`config.mk`:
```
export PLATFORM = sky130hd
export DESIGN_NAME = mem_access_ctrl
export DESIGN_NICKNAME = d
export VERILOG_FILES = /design/src/rtl/mem_ctrl_pkg.sv /design/src/rtl/btn_edge_detect.sv /design/src/rtl/mem_access_ctrl.sv
export SDC_FILE = /design/constraint.sdc
export NUM_CORES = 1
export LEC_CHECK = 0
export ABC_AREA = 1
export CAP_MARGIN = 20
export CORE_ASPECT_RATIO = 1.5
export CORE_MARGIN = 2
export CORE_UTILIZATION = 40
export CTS_CLUSTER_DIAMETER = 30
export CTS_CLUSTER_SIZE = 40
export DETAILED_ROUTE_END_ITERATION = 16
export MAX_ROUTING_LAYER = met4
export PLACE_DENSITY = 0.76
export SLEW_MARGIN = 20
export SYNTH_ARGS = -nofsm -noshare
export SYNTH_HDL_FRONTEND = slang
export SYNTH_HIERARCHICAL = 1
export SYNTH_SLANG_ARGS = --single-unit
```
`constraint.sdc`:
```
create_clock -name clk -period 3 [get_ports clk]
set_clock_uncertainty 0.2 [all_clocks]
set_input_delay 0.9 -clock clk [delete_from_list [all_inputs] [get_ports clk]]
set_output_delay 0.9 -clock clk [all_outputs]
set_load 0.02 [all_outputs]
```
`src/rtl/mem_ctrl_pkg.sv`:
```
// Shared types and default widths for the data-memory access controller.
package mem_ctrl_pkg;

    localparam int unsigned DEF_ADDR_W = 16;
    localparam int unsigned DEF_DATA_W = 16;
    localparam int unsigned DEF_RD_LAT = 1;

    // Access sequencer states.
    typedef enum logic [1:0] {
        IDLE  = 2'd0,
        ISSUE = 2'd1,
        WAIT  = 2'd2,
        DONE  = 2'd3
    } state_t;

    // Requester owning the current access.
    typedef enum logic {
        GNT_CPU = 1'b0,
        GNT_PNL = 1'b1
    } gnt_t;

    // Registered memory operation, sized to the default widths.
    typedef struct packed {
        logic                  we;
        logic [DEF_ADDR_W-1:0] addr;
        logic [DEF_DATA_W-1:0] wdata;
        gnt_t                  src;
    } op_t;

endpackage

```
`src/rtl/btn_edge_detect.sv`:
```
// Single-bit rising-edge detector for an already-synchronised button.
module btn_edge_detect (
    input  logic clk,
    input  logic rst_n,
    input  logic btn_i,
    output logic edge_o
);

    logic btn_q;

    // History clears to 0 so a button held through reset yields one edge.
    always_ff @(posedge clk or negedge rst_n) begin
        if (!rst_n) begin
            btn_q <= 1'b0;
        end else begin
            btn_q <= btn_i;
        end
    end

    assign edge_o = btn_i & ~btn_q;

endmodule

```
`src/rtl/mem_access_ctrl.sv`:
```
// Shares a single-port data memory between the CPU load/store port and the
// front panel, with round-robin arbitration and fixed read latency.
module mem_access_ctrl
    import mem_ctrl_pkg::*;
#(
    parameter int unsigned ADDR_W = DEF_ADDR_W,
    parameter int unsigned DATA_W = DEF_DATA_W,
    parameter int unsigned RD_LAT = DEF_RD_LAT
) (
    input  logic              clk,
    input  logic              rst_n,
    input  logic              cpu_req,
    input  logic              cpu_we,
    input  logic [ADDR_W-1:0] cpu_addr,
    input  logic [DATA_W-1:0] cpu_wdata,
    output logic              cpu_ack,
    output logic              cpu_rvalid,
    output logic [DATA_W-1:0] cpu_rdata,
    input  logic [DATA_W-1:0] pnl_sw,
    input  logic              pnl_btn_addr,
    input  logic              pnl_btn_write,
    output logic [DATA_W-1:0] pnl_out,
    output logic              pnl_busy,
    output logic              mem_en,
    output logic              mem_we,
    output logic [ADDR_W-1:0] mem_addr,
    output logic [DATA_W-1:0] mem_wdata,
    input  logic [DATA_W-1:0] mem_rdata
);

    // Last WAIT-cycle count value; WAIT is unused when RD_LAT is 1.
    localparam logic [1:0] WAIT_LAST = (RD_LAT > 1) ? 2'(RD_LAT - 2) : 2'd0;

    state_t            state_q, state_d;
    op_t               op_q, op_d;
    gnt_t              last_q, last_d;
    logic              pnd_q, pnd_d;
    logic              pnd_we_q, pnd_we_d;
    logic [ADDR_W-1:0] pnl_addr_q, pnl_addr_d;
    logic [DATA_W-1:0] pnl_wdata_q, pnl_wdata_d;
    logic [1:0]        cnt_q, cnt_d;
    logic [DATA_W-1:0] cpu_rdata_q, cpu_rdata_d;
    logic [DATA_W-1:0] pnl_out_q, pnl_out_d;
    logic              addr_edge, write_edge;
    logic              grant_cpu, grant_pnl;

    btn_edge_detect u_addr_edge (
        .clk    (clk),
        .rst_n  (rst_n),
        .btn_i  (pnl_btn_addr),
        .edge_o (addr_edge)
    );

    btn_edge_detect u_write_edge (
        .clk    (clk),
        .rst_n  (rst_n),
        .btn_i  (pnl_btn_write),
        .edge_o (write_edge)
    );

    // Round-robin choice; only acted on in IDLE.
    always_comb begin
        grant_cpu = 1'b0;
        grant_pnl = 1'b0;
        if (cpu_req && pnd_q) begin
            if (last_q == GNT_PNL) grant_cpu = 1'b1;
            else                   grant_pnl = 1'b1;
        end else if (cpu_req) begin
            grant_cpu = 1'b1;
        end else if (pnd_q) begin
            grant_pnl = 1'b1;
        end
    end

    // Sequencer state register.
    always_ff @(posedge clk or negedge rst_n) begin
        if (!rst_n) begin
            state_q <= IDLE;
        end else begin
            state_q <= state_d;
        end
    end

    // Sequencer next-state.
    always_comb begin
        state_d = state_q;
        unique case (state_q)
            IDLE:    if (grant_cpu || grant_pnl) state_d = ISSUE;
            ISSUE: begin
                if (op_q.we)         state_d = IDLE;
                else if (RD_LAT > 1) state_d = WAIT;
                else                 state_d = DONE;
            end
            WAIT:    if (cnt_q == WAIT_LAST) state_d = DONE;
            DONE:    state_d = IDLE;
            default: state_d = IDLE;
        endcase
    end

    // Sequencer outputs; read data bypasses the holding registers in DONE
    // so it is valid alongside the rvalid pulse.
    always_comb begin
        mem_en     = (state_q == ISSUE);
        mem_we     = op_q.we;
        mem_addr   = op_q.addr;
        mem_wdata  = op_q.wdata;
        cpu_ack    = (state_q == ISSUE) && (op_q.src == GNT_CPU);
        cpu_rvalid = (state_q == DONE)  && (op_q.src == GNT_CPU);
        cpu_rdata  = cpu_rvalid ? mem_rdata : cpu_rdata_q;
        pnl_busy   = pnd_q;
        pnl_out    = pnl_out_q;
        if ((state_q == ISSUE) && (op_q.src == GNT_PNL) && op_q.we) begin
            pnl_out = op_q.wdata;
        end else if ((state_q == DONE) && (op_q.src == GNT_PNL)) begin
            pnl_out = mem_rdata;
        end
    end

    // Datapath next-state: panel capture, grant registration, completion.
    always_comb begin
        op_d        = op_q;
        last_d      = last_q;
        pnd_d       = pnd_q;
        pnd_we_d    = pnd_we_q;
        pnl_addr_d  = pnl_addr_q;
        pnl_wdata_d = pnl_wdata_q;
        cnt_d       = cnt_q;
        cpu_rdata_d = cpu_rdata_q;
        pnl_out_d   = pnl_out_q;

        if (!pnd_q) begin
            if (addr_edge) begin
                pnl_addr_d = ADDR_W'(pnl_sw);
                pnd_d      = 1'b1;
                pnd_we_d   = 1'b0;
            end else if (write_edge) begin
                pnl_wdata_d = pnl_sw;
                pnd_d       = 1'b1;
                pnd_we_d    = 1'b1;
            end
        end

        unique case (state_q)
            IDLE: begin
                if (grant_cpu) begin
                    op_d.we    = cpu_we;
                    op_d.addr  = cpu_addr;
                    op_d.wdata = cpu_wdata;
                    op_d.src   = GNT_CPU;
                    last_d     = GNT_CPU;
                end else if (grant_pnl) begin
                    op_d.we    = pnd_we_q;
                    op_d.addr  = pnl_addr_q;
                    op_d.wdata = pnl_wdata_q;
                    op_d.src   = GNT_PNL;
                    last_d     = GNT_PNL;
                end
            end
            ISSUE: begin
                cnt_d = '0;
                if ((op_q.src == GNT_PNL) && op_q.we) begin
                    pnd_d     = 1'b0;
                    pnl_out_d = op_q.wdata;
                end
            end
            WAIT: cnt_d = cnt_q + 2'd1;
            DONE: begin
                if (op_q.src == GNT_CPU) begin
                    cpu_rdata_d = mem_rdata;
                end else begin
                    pnl_out_d = mem_rdata;
                    pnd_d     = 1'b0;
                end
            end
            default: ;
        endcase
    end

    // Datapath registers; last grant starts at PANEL so the CPU wins first.
    always_ff @(posedge clk or negedge rst_n) begin
        if (!rst_n) begin
            op_q        <= '0;
            last_q      <= GNT_PNL;
            pnd_q       <= 1'b0;
            pnd_we_q    <= 1'b0;
            pnl_addr_q  <= '0;
            pnl_wdata_q <= '0;
            cnt_q       <= '0;
            cpu_rdata_q <= '0;
            pnl_out_q   <= '0;
        end else begin
            op_q        <= op_d;
            last_q      <= last_d;
            pnd_q       <= pnd_d;
            pnd_we_q    <= pnd_we_d;
            pnl_addr_q  <= pnl_addr_d;
            pnl_wdata_q <= pnl_wdata_d;
            cnt_q       <= cnt_d;
            cpu_rdata_q <= cpu_rdata_d;
            pnl_out_q   <= pnl_out_d;
        end
    end

endmodule

```
=== After elaboration in Yosys (flattened, before gate mapping) ===
Index checks and enable logic that the tools add are counted.

* Mux-type cells: 30
* Eq/ne operators: 7
* Bitwise logic cells: 7
* $add $sub $neg: 1
* Reduce and logical (&&, ||, !) cells: 21

{| class="wikitable"
|+ Operators by type and width
! operator !! number
|-
| 16-bit 2-to-1 mux || 5
|-
| 34-bit 2-to-1 mux || 2
|-
| 16-bit one-hot mux with 2 select lines || 1
|-
| 1-bit 2-to-1 mux || 16
|-
| 2-bit AND reduction || 5
|-
| 2-bit one-hot mux with 4 select lines || 1
|-
| 2-bit nonzero test || 4
|-
| 1-bit logical AND || 7
|-
| 2-bit 2-to-1 mux || 3
|-
| 2-bit inequality test (second input constant) || 3
|-
| 3-bit AND reduction || 2
|-
| 1-bit NOT || 5
|-
| 2-bit equality test (second input constant) || 2
|-
| 2-bit logical NOT || 2
|-
| 2-bit one-hot mux with 2 select lines || 1
|-
| 2-bit by 1-bit adder with 2-bit output (second input constant) || 1
|-
| 1-bit AND || 2
|-
| 2-bit by 1-bit equality test with 1-bit output (second input constant) || 1
|-
| 2-bit by 1-bit inequality test with 1-bit output (second input constant) || 1
|-
| 1-bit one-hot mux with 2 select lines || 1
|-
| 1-bit logical OR || 1
|}

* Input bits: 70
* Logic and storage cells: 81
* Register bits after elaboration: 107
* Output and inout bits: 69

=== Depth between registers and ports, before layout ===
Gate-level depths: netlist of the first run.

* Word-level depth: 7
* Mapped depth: 8
* Gate-level depth less buffers: 7

=== By module ===
Netlist of the first run, hierarchy kept.

{| class="wikitable"
|+ By module, submodules not included
! module !! instances !! area each (sq um) !! seq. area each (sq um) !! cells each
|-
| mem_access_ctrl || 1 || 5556.6 || 2628.8 || 739
|-
| btn_edge_detect || 2 || 35.0 || 25.0 || 3
|}

=== Least setup slack after synthesis of the first run ===
No wires, ideal clock.

* Path kind: reg2out
* Start point: register state_q[1]
* End point: output pnl_out[10]
* Required time: 1900 ps
* Path slack: 252 ps
* Path buffers: 1
* Cell stages (with the launch flop): 6
* Arrival time: 1648 ps
* Path through: dfrtp_1 -> inv_1 -> ha_1 -> nand3_1 -> clkbuf_1 -> a21oi_1

* Word-level cells in the longest chain between the ends: 4
* Elaborated cells on any way between the ends: 7
* Classes of those cells: 2 x eq/ne; 2 x mux; 3 x reduce/logical

{| class="wikitable"
|+ RTL lines
! item !! RTL line !! text
|-
| start, declared || mem_access_ctrl.sv:34 || <nowiki>state_t state_q, state_d;</nowiki>
|-
| start signal, assigned || mem_access_ctrl.sv:80 || <nowiki>state_q <= state_d;</nowiki>
|-
| 2-bit by 1-bit equality test with 1-bit output || - ||
|-
| via mem_en || mem_access_ctrl.sv:24 || <nowiki>output logic mem_en,</nowiki>
|-
| 1-bit logical AND (2 in a row) || mem_access_ctrl.sv:112 || <nowiki>if ((state_q == ISSUE) && (op_q.src == GNT_PNL) && op_q.we) begin</nowiki>
|-
| 16-bit 2-to-1 mux || mem_access_ctrl.sv:112 ||
|-
| end, declared || mem_access_ctrl.sv:22 || <nowiki>output logic [DATA_W-1:0] pnl_out,</nowiki>
|}

The timed path passes the listed nets, and every way through them passes these cells.

=== Worst setup path after layout of the first run ===
* Start point: input mem_rdata[5]
* End point: output cpu_rdata[5]

* Word-level cells in the longest chain between the ends: 1

{| class="wikitable"
|+ RTL lines
! item !! RTL line !! text
|-
| start, declared || mem_access_ctrl.sv:28 || <nowiki>input logic [DATA_W-1:0] mem_rdata</nowiki>
|-
| 16-bit 2-to-1 mux || mem_access_ctrl.sv:109 || <nowiki>cpu_rdata = cpu_rvalid ? mem_rdata : cpu_rdata_q;</nowiki>
|-
| end, declared || mem_access_ctrl.sv:18 || <nowiki>output logic [DATA_W-1:0] cpu_rdata,</nowiki>
|}

No other way between the ends.

==> metrics.yaml, run 1 <==
peakVddDrop_uv: 460
design.die.area_sq_um: 15100
relSlewSlack_pct: 49.5
cts_tree: "built"
fin_crit_sh_pct: 97.9
syn_inst: 745
clk_pin_slew_ns: 0.07
grt_start_max_net_pins: 46
cts_sinks: 107
seq_area_frac_synth_pct: 47.6
max_cap_viol_count: 0
drv_slew: 0
final_nets: 929
root_buffer: "clkbuf_16"
synth-warning-count: 6
arrival_ns: 1.84
seqPwrFrac_pct: 33.7
rsz0062_at_grt: "false"
grt_pass1_wl_um: 22000
fmax_mhz: 341
cp_max_fo: 2
netlist_area_sq_um: 5630
syn-num-nets: 821
reg2reg_to: "mem_addr[5]$_DFFE_PN0P_"
placed_area_sq_um: 7030
core_sq_um: 13900
ys_types: 22
fin_crit_ns: 2.94
finalInstanceArea_sq_um: 7200
p_per_area_nw_per_um2: 1060
timing.setup.tns_ns: 0
grt.total_usage_pct: 19.0
p_clk_share_pct: 14.9
dp_hpwl_um: 9570
holdBufCountCts: 0
numCtsBuffers: 9
critPathKind: "primary input to output port"
crit_required_ns: 1.90
p_switching_mw: 3.37
fill_cells: 1346
fin_util_pct: 51.9
initial_core_util_pct: 40.6
setup_viol_count_final: 0
tightest_slew_ns: 0.757
setup_ws_ns: 0.0638
layout-drive-gt1-share_pct: 11.9
clockBufferDepth: 2
pin_count: 139
rrSetupSlack_ns: 0.91
grt_pass1_vias: 4567
p_comb_share_pct: 51.4
routed_wl_um: 13800
status: "finished, final reports clean"
stdcell_count: 1023
diodes: 0
swShare_pct: 44.3
area_growth_pct: 27.9
pre_cts_ws_ns: -0.434
die_h_um: 149
dr.pass1.iters: 5
synth_seq_cells: 107
worstRegToRegCells: 7
end_kind: "output port"
grt_remaining_overflow: 0
routedWlPerCell_um: 13.5
leakagePower_nw: 3.84
final_antenna_net_count: 0
drt-initial-drc-count: 188
numPlacedInstances: 1006
avgSynthCellArea_sq_um: 7.55
start_kind: "primary input"
die-width_um: 101
drt-vias-per-instance: 4.67
port_buffers: 138
drc_errors: 0
htree_levels: 3
whs_ns: 0.269
p_total_mw: 7.62
gp_congestion: 0.805
p_int_mw: 4.25
antenna_found_initial: 0
clk_latency_ns: 0.34
rows: 53
hold_viol: 0
num_vias: 4781
rr_startpoint: "state_q[0]$_DFFE_PN0P_"
hold_path.class: "primary input to asynchronous set/reset pin"
-- worst max-delay path by stage --
stage	from	endpoint	slack (ns)	depth (start not counted)
global route	mem_rdata[12]	cpu_rdata[12]	0.01	4
finish	mem_rdata[5]	cpu_rdata[5]	0.06	4
CTS	state_q[0]$_DFFE_PN0P_	pnl_out[5]	0.001	7
global placement	mem_rdata[0]	cpu_rdata[0]	-0.40	4
detailed placement	mem_rdata[2]	cpu_rdata[2]	-0.43	4
floorplan	state_q[1]$_DFFE_PN0P_	pnl_out[10]	0.25	5
-- state kept, by name, summed over array words and instances (netlist names), 2 cells and up --
register / cells
mem_addr: 16
pnl_out_q: 16
pnl_wdata_q: 16
state_q: 2
cnt_q: 2
pnl_addr_q: 16
cpu_rdata_q: 16
mem_wdata: 16
-- synth_stat cells --
library cell  number  share of area, %
a21oi_1           19               1.7
buf_2             21               1.9
buf_4             34               4.5
buf_6              3              0.60
clkbuf_1          11              0.73
clkbuf_2           2              0.18
dfrtp_1          106                47
dfstp_2            1              0.47
ha_1               6               1.3
inv_1            129               8.6
inv_2              1             0.067
nand2_1          213                14
nand2_2            4              0.44
nand3_1           61               5.4
nand3_2           10               1.8
nor2_1            20               1.3
nor2_2             2              0.22
o21a_1             1              0.13
o21ai_0           98               8.7
o21ai_1            1             0.089
o21ai_4            1              0.29
o31ai_1            1              0.13
-- per-layer routing --
| layer | vias to the layer above | GRT usage, % | share of wire [%] |
|---|---|---|---|
| met5 | - | - | 0 |
| met4 | 0 | 6.78 | 2.3 |
| met3 | 21 | 3.00 | 3.8 |
| met2 | 124 | 32.1 | 51 |
| met1 | 2163 | 22.8 | 43 |
| li1 | 2473 | - | - |
-- logic make-up after synthesis --
| kind of cell | synth area share, % |
|---|---|
| AND/OR/NAND/NOR | 23.4 |
| buffers and inverters | 16.6 |
| adder cells (fa/ha/maj) | 1.33 |
| flip-flops | 47.6 |
| AO/OA/AOI/OAI | 11.1 |
-- power by group through the flow --
stage	Sequential [mW]	Combinational [mW]	Clock (mW)
after floorplan	2.46	2.86	0
after global placement	2.56	4.12	0
after detailed placement	2.58	4.19	0
after CTS	2.56	4.04	1.17
after global routing	2.65	4.39	1.22
final	2.57	3.92	1.14
-- placed cells by master (no fill, tap or decap), drive strengths merged --
cell type      netlist  layout
nand2              217     217
inv                130     132
dfrtp              106     106
clkdlybuf4s50        0     102
o21ai              100     100
nand3               71      71
buf                 58      63
nor2                22      22
a21oi               19      19
clkbuf              13      11
ha                   6       6
clkinv               0       3
dlygate4sd2          0       2
o31ai                1       1
o21a                 1       1
clkinvlp             0       1
dfstp                1       1
-- timing repair --
action	CTS	global route
gates resized for setup	130	33
pin swaps	0	0
hold endpoints to repair	0	0
cloned	0	1
endpoints found under the setup margin	34	28
buffers inserted	0	0
-- worst max-delay path, stage by stage --
cell             delay [ns]
clkdlybuf4s50_1        0.48
inv_1                  0.05
o21ai_0                0.19
buf_2                  0.21
-- area by class of cell --
class | instances | area, sq um | area share, %
clock buffers | 10 | 239 | 3.32
repair buffers | 168 | 1510 | 20.9
multi-input cells | 437 | 2030 | 28.2
clock inverters | 6 | 47.5 | 0.661
flip-flops and latches | 107 | 2680 | 37.2
well taps | 165 | 206 | 2.87
inverters | 130 | 488 | 6.78
No activity file was read; power rests on OpenSTA's default activity.
==> inputs of run 2 (changes only) <==
==> constraint.sdc (replaced) <==
create_clock -name clk -period 3 [get_ports clk]
set_clock_uncertainty 0.2 [all_clocks]
set_input_delay 0.45 -clock clk [delete_from_list [all_inputs] [get_ports clk]]
set_output_delay 0.45 -clock clk [all_outputs]
set_load 0.02 [all_outputs]
==> metrics.yaml, run 2 (synthesized netlist as in run 1, its figures left out) <==
fin_crit_ns: 2.87  # -0.0654 ns
clk_pin_slew_ns: 0.07  # about the same
whs_path_depth: 2
wl_met3_um: 493  # -7.0%
tightest_slew_ns: 0.773  # +0.0168 ns
core_sq_um: 13900  # unchanged
multi_input_area_sq_um: 2020  # -0.74%
final_nets: 911  # -1.9%
min_from: "cpu_rdata_q[14]$_DFFE_PN0P_"
routedWlPerCell_um: 13.3  # -1.8%
initial_core_util_pct: 40.6  # unchanged
port_buffers: 138  # unchanged
relSlewSlack_pct: 48.4  # -1.1 points
diodes: 0  # unchanged
hold_viol: 0  # unchanged
root_buffer: "clkbuf_16"
final_cell_mix: "nand2_1, inv_1, clkdlybuf4s50_1"
routed_wl_um: 13400  # -3.5%
area_growth_pct: 29.1
fill_cells: 1317  # -2.2%
met1_length_um: 5810  # -2.4%
design.die.area_sq_um: 15100  # unchanged
p_per_area_nw_per_um2: 1070  # +1.5%
die-width_um: 101  # unchanged
rows: 53  # unchanged
grt_pass1_vias: 4549  # -0.39%
numCtsBuffers: 9  # unchanged
grt_remaining_overflow: 0  # unchanged
cts_tree: "built"
grt_start_max_net_pins: 47  # +2.2%
rsz0062_at_grt: "false"
rrSetupSlack_ns: 0.91  # about the same
critPathKind: "flop to output port"
fmax_mhz: 348  # +2.3%
fin_crit_sh_pct: 95.7  # -2.2 points
grt_pass1_wl_um: 21900  # -0.53%
htree_levels: 3  # unchanged
reg2reg_to: "last_q$_DFFE_PN1P_"
drt-vias-per-instance: 4.70  # +0.51%
holdPathEnd: "cpu_rdata_q[14]$_DFFE_PN0P_"
worstRegToRegCells: 6  # -1
pin_count: 139  # unchanged
cts_sinks: 107  # unchanged
num_vias: 4721  # -1.3%
layout-drive-gt1-share_pct: 5.83  # -6.1 points
crit_required_ns: 2.35  # +0.45 ns
end_kind: "output port"
drc_errors: 0  # unchanged
final_antenna_net_count: 0  # unchanged
antenna_found_initial: 0  # unchanged
start_kind: "flop"
stdcell_count: 1005  # -1.8%
numPlacedInstances: 988  # -1.8%
seqCellArea_sq_um: 2680  # unchanged
setup_viol_count_final: 0  # unchanged
hold_path.class: "flop to flop"
route.met2.wl_um: 6710  # -4.5%
rr_startpoint: "state_q[0]$_DFFE_PN0P_"
cp_max_fo: 32  # +30
peakVddDrop_uv: 478  # +4.0%
dr.pass1.iters: 5  # unchanged
top_layer: "met4"
grt.total_usage_pct: 19.0  # +0.023 points
max_cap_viol_count: 0  # unchanged
layout_commonest_cell: "nand2_1"
clockBufferDepth: 2  # unchanged
arrival_ns: 2.22  # +0.38 ns
leakagePower_nw: 4.01  # +4.5%
status: "finished, final reports clean"
clk_latency_ns: 0.34  # about the same
die_h_um: 149  # unchanged
gp_congestion: 0.892  # +11%
drv_slew: 0  # unchanged
dp_hpwl_um: 9600  # +0.31%
timing.setup.tns_ns: 0  # unchanged
drt-initial-drc-count: 137  # -27%
==> run 2: changes by cell type in the layout (fill, tap and decap cells not counted), sizes merged <==
cell           before  now
buf                63   13
dlymetal6s2s        0   25
clkdlybuf4s50     102  110
clkinv              3    1
bufinv              0    1
clkbuf             11   10
dlygate4sd2         2    1
dlygate4sd3         0    1
inv               132  133
==> run 2: cell type report <==
type	instances	share of cell area (%)
repair buffers	150	21.5
inverters	130	6.72
clock inverters	6	0.982
multi-input cells	437	27.8
well taps	165	2.84
clock buffers	10	3.29
flip-flops and latches	107	36.9
==> run 2: worst max-delay path by stage <==
stage	to	slack, ns	from
global route	cpu_rdata[8]	0.01	state_q[0]$_DFFE_PN0P_
CTS	pnl_out[0]	0.0006	state_q[1]$_DFFE_PN0P_
detailed placement	pnl_out[15]	0.37	state_q[1]$_DFFE_PN0P_
global placement	pnl_out[15]	0.41	state_q[1]$_DFFE_PN0P_
floorplan	pnl_out[10]	0.70	state_q[1]$_DFFE_PN0P_
finish	cpu_rdata[12]	0.13	state_q[0]$_DFFE_PN0P_
==> run 2: critical path, stage by stage, from the launching register on <==
cell and delay, ns:
dfrtp_1 0.43, ha_2 0.24, nand2_1 0.07, buf_4 0.28, nand2_1 0.07, o21ai_0 0.11
clkdlybuf4s50_1 0.66
==> run 2: routing by layer <==
| layer | vias up | track usage, % |
|---|---|---|
| li1 | 2433 | - |
| met1 | 2152 | 23.1 |
| met2 | 117 | 31.9 |
| met3 | 19 | 1.97 |
| met4 | 0 | 8.36 |
| met5 | - | - |
==> run 2: metrics by stage <==
step / hold slack (ns) / util, % / setup slack (ns) / instance area (sq um) / power [mW]
final: 0.278 / 52.4 / 0.129 / 7270 / 7.80
after global routing: 0.310 / 52.4 / 0.0109 / 7270 / 8.46
after CTS: 0.282 / 52.0 / 0.000610 / 7200 / 7.95
after detailed placement: 0.263 / 49.7 / 0.367 / 6880 / 6.70
after global placement: 0.259 / 49.7 / 0.410 / 6880 / 6.61
after floorplan: -0.0456 / - / 0.702 / 5630 / 5.32
==> run 2: what timing repair did <==
item / CTS / global route
hold buffers: 1 / 0
buffers inserted: 0 / 0
endpoints found under the hold margin: 44 / 0
setup endpoints to repair: 1 / 31
pin swaps: 0 / 0
resized for setup: 1 / 26
==> run 2: power breakdown <==
group	switching, mW	total, mW	internal (mW)
sequential	0.433	2.56	2.13
clock	0.551	1.23	0.681
combinational	2.34	4.01	1.67
total	3.33	7.80	4.48
